$ cat src/rtl/sdf_r2_stage_ctrl_pkg.sv
// sdf_pkg: butterfly mode and sequencer state encodings shared by the SDF radix-2 stage.
package sdf_pkg;
    typedef enum logic [1:0] {
        MODE_HOLD = 2'b00,
        MODE_LOAD = 2'b01,
        MODE_BFLY = 2'b10
    } mode_e;
    typedef enum logic [1:0] {
        IDLE  = 2'b00,
        FILL  = 2'b01,
        RUN   = 2'b10,
        DRAIN = 2'b11
    } state_e;
endpackage

$ cat src/rtl/sdf_r2_stage_ctrl_if.sv
// sdf_r2_stage_ctrl_if: sample stream in, butterfly/delay-line control out.
interface sdf_r2_stage_ctrl_if #(
    parameter int DATA_W = 15,
    parameter int TW_W   = 5
);
    logic                     valid_i;
    logic signed [DATA_W-1:0] data_in_r;
    logic signed [DATA_W-1:0] data_in_i;
    logic signed [DATA_W-1:0] data_out_r;
    logic signed [DATA_W-1:0] data_out_i;
    logic [1:0]               mode;
    logic                     sr_en;
    logic [TW_W-1:0]          tw_idx;
    logic                     valid_o;
    logic                     busy;
    modport master (
        output valid_i, data_in_r, data_in_i,
        input  data_out_r, data_out_i, mode, sr_en, tw_idx, valid_o, busy
    );
    modport slave (
        input  valid_i, data_in_r, data_in_i,
        output data_out_r, data_out_i, mode, sr_en, tw_idx, valid_o, busy
    );
endinterface

$ cat src/rtl/sdf_r2_stage_ctrl_frame_cnt.sv
// sdf_frame_cnt: position within a 2*DEPTH frame; ph is the half, lo the offset in it.
module sdf_frame_cnt #(
    parameter int DEPTH = 4,
    localparam int CW = $clog2(2 * DEPTH),
    localparam int LW = DEPTH > 1 ? $clog2(DEPTH) : 1
) (
    input  logic          clk,
    input  logic          rst,
    input  logic          en_i,
    input  logic          clr_i,
    output logic          ph_o,
    output logic          wrap_o,
    output logic [LW-1:0] lo_o
);
    logic [CW-1:0] cnt_q;
    always_ff @(posedge clk) begin
        if (rst || clr_i) cnt_q <= '0;
        else if (en_i) cnt_q <= cnt_q + 1'b1;
    end
    assign ph_o   = cnt_q[CW-1];
    assign lo_o   = DEPTH > 1 ? cnt_q[LW-1:0] : '0;
    assign wrap_o = en_i && (&cnt_q);
endmodule

$ cat src/rtl/sdf_r2_stage_ctrl.sv
// sdf_r2_stage_ctrl: sequencer for one radix-2 SDF FFT stage (butterfly mode, delay-line
// enable, twiddle index, output valid, end-of-burst drain of the feedback register).
module sdf_r2_stage_ctrl
    import sdf_pkg::*;
#(
    parameter int DEPTH     = 4,
    parameter int DATA_W    = 15,
    parameter int TW_W      = 5,
    parameter int TW_STRIDE = 4
) (
    input logic clk,
    input logic rst,
    sdf_r2_stage_ctrl_if.slave bus
);
    localparam int LW = DEPTH > 1 ? $clog2(DEPTH) : 1;
    state_e                   state_q, state_d;
    mode_e                    mode;
    logic                     v_q, pend_q, pend_d;
    logic signed [DATA_W-1:0] dr_q, di_q;
    logic                     ph, wrap, last, drain, sr_en, valid_o, busy;
    logic [LW-1:0]            lo;
    logic [TW_W-1:0]          tw_idx;
    sdf_frame_cnt #(.DEPTH(DEPTH)) u_cnt (
        .clk   (clk),
        .rst   (rst),
        .en_i  (sr_en),
        .clr_i (drain && last),
        .ph_o  (ph),
        .wrap_o(wrap),
        .lo_o  (lo)
    );
    assign last  = lo == LW'(DEPTH - 1);
    assign drain = state_q == DRAIN;
    always_ff @(posedge clk) begin
        if (rst) state_q <= IDLE;
        else state_q <= state_d;
    end
    always_ff @(posedge clk) begin
        if (rst) begin
            v_q    <= 1'b0;
            pend_q <= 1'b0;
            dr_q   <= '0;
            di_q   <= '0;
        end else begin
            v_q    <= bus.valid_i;
            pend_q <= pend_d;
            dr_q   <= bus.data_in_r;
            di_q   <= bus.data_in_i;
        end
    end
    // Drain is decided one cycle early from the raw valid, so it starts right after the wrap.
    always_comb begin
        state_d = state_q;
        case (state_q)
            IDLE, FILL: state_d = v_q ? (last ? RUN : FILL) : state_q;
            RUN:        state_d = (wrap && !bus.valid_i) ? DRAIN : RUN;
            DRAIN:      state_d = last ? IDLE : DRAIN;
            default:    state_d = IDLE;
        endcase
    end
    always_comb begin
        sr_en   = drain || v_q;
        mode    = drain ? MODE_LOAD : !v_q ? MODE_HOLD : (state_q == RUN && ph) ? MODE_BFLY : MODE_LOAD;
        valid_o = drain || (v_q && state_q == RUN);
        tw_idx  = (mode == MODE_LOAD && valid_o) ? TW_W'(32'(lo) * TW_STRIDE) : '0;
        pend_d  = (mode == MODE_BFLY && last) ? 1'b1 : (mode == MODE_LOAD && last) ? 1'b0 : pend_q;
        busy    = state_q != IDLE || v_q || pend_q;
    end
    assign bus.data_out_r = dr_q;
    assign bus.data_out_i = di_q;
    assign bus.mode       = mode;
    assign bus.sr_en      = sr_en;
    assign bus.tw_idx     = tw_idx;
    assign bus.valid_o    = valid_o;
    assign bus.busy       = busy;
endmodule

$ cat src/flat_wrapper.sv
// flat-port wrapper written by rule: the top's interface ports become plain ports
module sdf_r2_stage_ctrl_flat import sdf_pkg::*;
#(
    parameter int DEPTH     = 4,
    parameter int DATA_W    = 15,
    parameter int TW_W      = 5,
    parameter int TW_STRIDE = 4
)
  (clk, rst, bus_valid_i, bus_data_in_r, bus_data_in_i, bus_data_out_r, bus_data_out_i, bus_mode, bus_sr_en, bus_tw_idx, bus_valid_o, bus_busy);
  sdf_r2_stage_ctrl_if #(.DATA_W(DATA_W), .TW_W(TW_W)) bus_i ();
  input logic clk;
  input logic rst;
  input wire logic [$bits(bus_i.valid_i)-1:0] bus_valid_i;
  input wire logic [$bits(bus_i.data_in_r)-1:0] bus_data_in_r;
  input wire logic [$bits(bus_i.data_in_i)-1:0] bus_data_in_i;
  output wire logic [$bits(bus_i.data_out_r)-1:0] bus_data_out_r;
  output wire logic [$bits(bus_i.data_out_i)-1:0] bus_data_out_i;
  output wire logic [$bits(bus_i.mode)-1:0] bus_mode;
  output wire logic [$bits(bus_i.sr_en)-1:0] bus_sr_en;
  output wire logic [$bits(bus_i.tw_idx)-1:0] bus_tw_idx;
  output wire logic [$bits(bus_i.valid_o)-1:0] bus_valid_o;
  output wire logic [$bits(bus_i.busy)-1:0] bus_busy;
  assign bus_i.valid_i = bus_valid_i;
  assign bus_i.data_in_r = bus_data_in_r;
  assign bus_i.data_in_i = bus_data_in_i;
  assign bus_data_out_r = bus_i.data_out_r;
  assign bus_data_out_i = bus_i.data_out_i;
  assign bus_mode = bus_i.mode;
  assign bus_sr_en = bus_i.sr_en;
  assign bus_tw_idx = bus_i.tw_idx;
  assign bus_valid_o = bus_i.valid_o;
  assign bus_busy = bus_i.busy;
  sdf_r2_stage_ctrl #(.DEPTH(DEPTH), .DATA_W(DATA_W), .TW_W(TW_W), .TW_STRIDE(TW_STRIDE)) u_core (.clk(clk), .rst(rst), .bus(bus_i));
endmodule
$ cat config.mk
export PLATFORM = sky130hd
export DESIGN_NAME = sdf_r2_stage_ctrl_flat
export DESIGN_NICKNAME = d
export VERILOG_FILES = /design/src/rtl/sdf_r2_stage_ctrl_pkg.sv /design/src/rtl/sdf_r2_stage_ctrl_if.sv /design/src/rtl/sdf_r2_stage_ctrl_frame_cnt.sv /design/src/rtl/sdf_r2_stage_ctrl.sv /design/src/flat_wrapper.sv
export SDC_FILE = /design/constraint.sdc
export NUM_CORES = 1
export LEC_CHECK = 0
export ABC_AREA = 1
export ABC_CLOCK_PERIOD_IN_PS = 1000
export CAP_MARGIN = 5
export CORE_MARGIN = 2
export CORE_UTILIZATION = 33
export DETAILED_ROUTE_END_ITERATION = 16
export PLACE_DENSITY = 0.74
export SETUP_SLACK_MARGIN = 0.05
export SYNTH_ARGS = -nofsm -noshare
export SYNTH_HDL_FRONTEND = slang
export SYNTH_SLANG_ARGS = --single-unit
$ cat constraint.sdc
create_clock -name clk -period 1 [get_ports clk]
set_input_delay 0.1 -clock clk [delete_from_list [all_inputs] [get_ports clk]]
set_output_delay 0.1 -clock clk [all_outputs]
set_load 0.005 [all_outputs]
==> results.cfg <==
[run_status]
outcome = finished, violations left
failed_checks = setup timing

[timing]
slew_violations = 0
fmax_mhz = 738
fin_ws_ps = -355
whs_ps = 329
timing.final.hold_violations = 0
post-route-min-period_ps = 1360
rsz0062_at_grt = yes
setup_violations = 10
fin_crit_sh_pct = 136
fin_skew_ps = 1.88

[place]
pre_cts_ws_ps = -439
port_buffers = 69
gp_congestion = 0.764
dp_hpwl_um = 2030

[floorplan]
die_area_um2 = 4310
io_pins = 73
die_y_um = 65.7
coreArea_um2 = 3660
rows = 22
start_util_pct = 34.3
dieWidth_um = 65.7

[worst_hold_path]
hp-class = in2reg
hold_path.startpoint = bus_data_in_i[0]

[global_routing]
grt_max_degree = 25
grt_antenna_before_repair = 0
overflow = 0
grt_pass1_vias = 1135
grt_pass1_wl_um = 4970
track_usage_pct = 15.3

[run]
max_cap_violations = 0

[drt]
viasPerCell = 3.94
drt-total-wl_um = 2910
drc = 0
vias = 1139
route.detailed.wl_per_inst_um = 10.1
first_iter_violations = 32
firstDrtPassIters = 4
postRouteAntennaNets = 0

[setup_path]
crit_path_cell_trace = buf_6 -> inv_8 -> nor2_4 -> nand2_2 -> nand2_2 -> nor2_1 -> buf_2
path_buf_inv = 3
worstSetupStartpoint = u_core.state_q[1]
crit_family = flip-flops
cp_slowest_cell = dfxtp_4
criticalPathCategory = reg2out
cp_data_required_time_ps = 900
cpMostUsedCell = nand2_2
worstSetupStartpointType = register
cp_slowest_stage_delay_ps = 390
r2r-start = u_core.state_q[1]
worstSetupEndpointType = primary output
path_max_fanout = 3
critPathArrivalTime_ps = 1260

[clock_tree]
numCtsBuffers = 5
root_buffer = clkbuf_8
cts.sinks = 37
max-clock-path-buffers = 2
clock_latency_ps = 270
cts_tree = yes
clkTransAtPathRegs_ps = 70
htree_levels = 2

[power]
ir_drop_v = 0.00110
leakage_nw = 1.14
power_density_nw_per_um2 = 1400
total_power_w = 0.00326

[final_layout]
n_antenna_cell = 0
fin_nets = 275
multi_input_area_um2 = 397
drive_gt1_share_pct = 23.7
final-seq-area_um2 = 758
area_delta_synth_final_pct = 84.9
fill_cells = 324

[yosys]
synthCells = 152
synth_top_area_share_pct = 59.0
synthFlopType = dfxtp_1
synth_edf_count = 0
avgSynthCellArea_um2 = 8.26
synth_area_leaders = dfxtp_1, nor2_1, inv_1, nand2_1, a21oi_1
async_flop_share_pct = 0
yosysWarnings = 0
ys_ff_latch = 37
netlist_area_um2 = 1250
yosysSeqAreaShare_pct = 59.0
ys_top_cells_by_count = dfxtp_1, nor2_1, inv_1, nand2_1, a21oi_1
synth_cell_types = 22
yosys.area.top_type = dfxtp_1
metal layers:
layer  routed length (um)  global-route usage [%]
met2                 1580                    28.3
met5                    0                       0
met3                  160                    4.28
met4                   48                    7.03
met1                 1120                    15.8
placed cells by master, fill, tap and decap left out, types with 5 or more instances in the layout:
cell,netlist,final
inv_1,36,35
nor2_1,37,35
clkdlybuf4s50_1,0,32
dfxtp_1,37,29
clkdlybuf4s15_1,0,27
nand2_1,12,10
buf_4,3,10
clkbuf_8,0,6
buf_6,0,6
buf_2,3,5
dfxtp_2,0,5
worst register-to-register path, cell delays in order, from the launching register on:
cell     delay [ps]
dfxtp_4         370
buf_6           130
inv_8            60
nor2_4           40
buf_4           120
buf_6           100
buf_4           130
nor3_1          150
nor2_1           60
metrics by stage:
| step | TNS (ps) | area [um2] | std cells | utilization [%] |
|---|---|---|---|---|
| detailed placement | -3840 | 2100 | 275 | 57.3 |
| global placement | -3400 | 2100 | 275 | 57.3 |
| CTS | -2430 | 2260 | 288 | 61.8 |
| global route | -3180 | 2320 | 289 | 63.4 |
| finish | -2690 | 2320 | 289 | 63.4 |
| floorplan | 0 | 1290 | 154 | - |
flip-flops by register name, summed over array words and instances (netlist names):
name / flops
u_core.bus.data_out_i: 15
u_core.bus.data_out_r: 15
u_core.u_cnt.cnt_q: 3
u_core.state_q: 2
u_core.pend_q: 1
u_core.v_q: 1
layout make-up:
type	instances	area share, %
Tap cell	48	2.59
Multi-Input combinational cell	70	17.1
Clock inverter	1	1.29
Inverter	40	6.90
Sequential cell	37	32.7
Clock buffer	7	3.72
Timing Repair Buffer	86	35.7
timing repair:
| item | 4_1_cts | 5_1_grt |
|---|---|---|
| pin swaps | 11 | 8 |
| hold buffers | 0 | 0 |
| resized for setup | 81 | 32 |
| endpoints found under the setup margin | 43 | 36 |
| buffers inserted | 6 | 1 |
path summary, 6_finish.rpt:
path / slack [ps] / to / cells after the start
worst max-delay path: -360 / bus_tw_idx[3] / 7
worst min-delay path: 330 / u_core.bus.data_out_i[0] / 3
worst max register to register: -290 / u_core.state_q[0] / 8
worst min register to register: 450 / u_core.pend_q / 2
cell families after synthesis:
family                   count (synthesis)  synth area share (%)
AO/OA/AOI/OAI                            6                  2.39
adder cells (fa/ha/maj)                  2                  1.99
buffers and inverters                   47                  15.5
flip-flops                              37                  59.0
other                                    1                 0.299
AND/OR/NAND/NOR                         59                  20.8
power breakdown:
| group | total [W] | leakage (nW) | switching (W) | internal, W |
|---|---|---|---|---|
| logic | 0.000409 | 0.769 | 0.000147 | 0.000262 |
| registers | 0.00157 | 0.311 | 0.0000260 | 0.00154 |
| clock network | 0.00128 | 0.0585 | 0.000470 | 0.000812 |
| total | 0.00326 | 1.14 | 0.000643 | 0.00262 |
(Power assumes the default switching activity.)
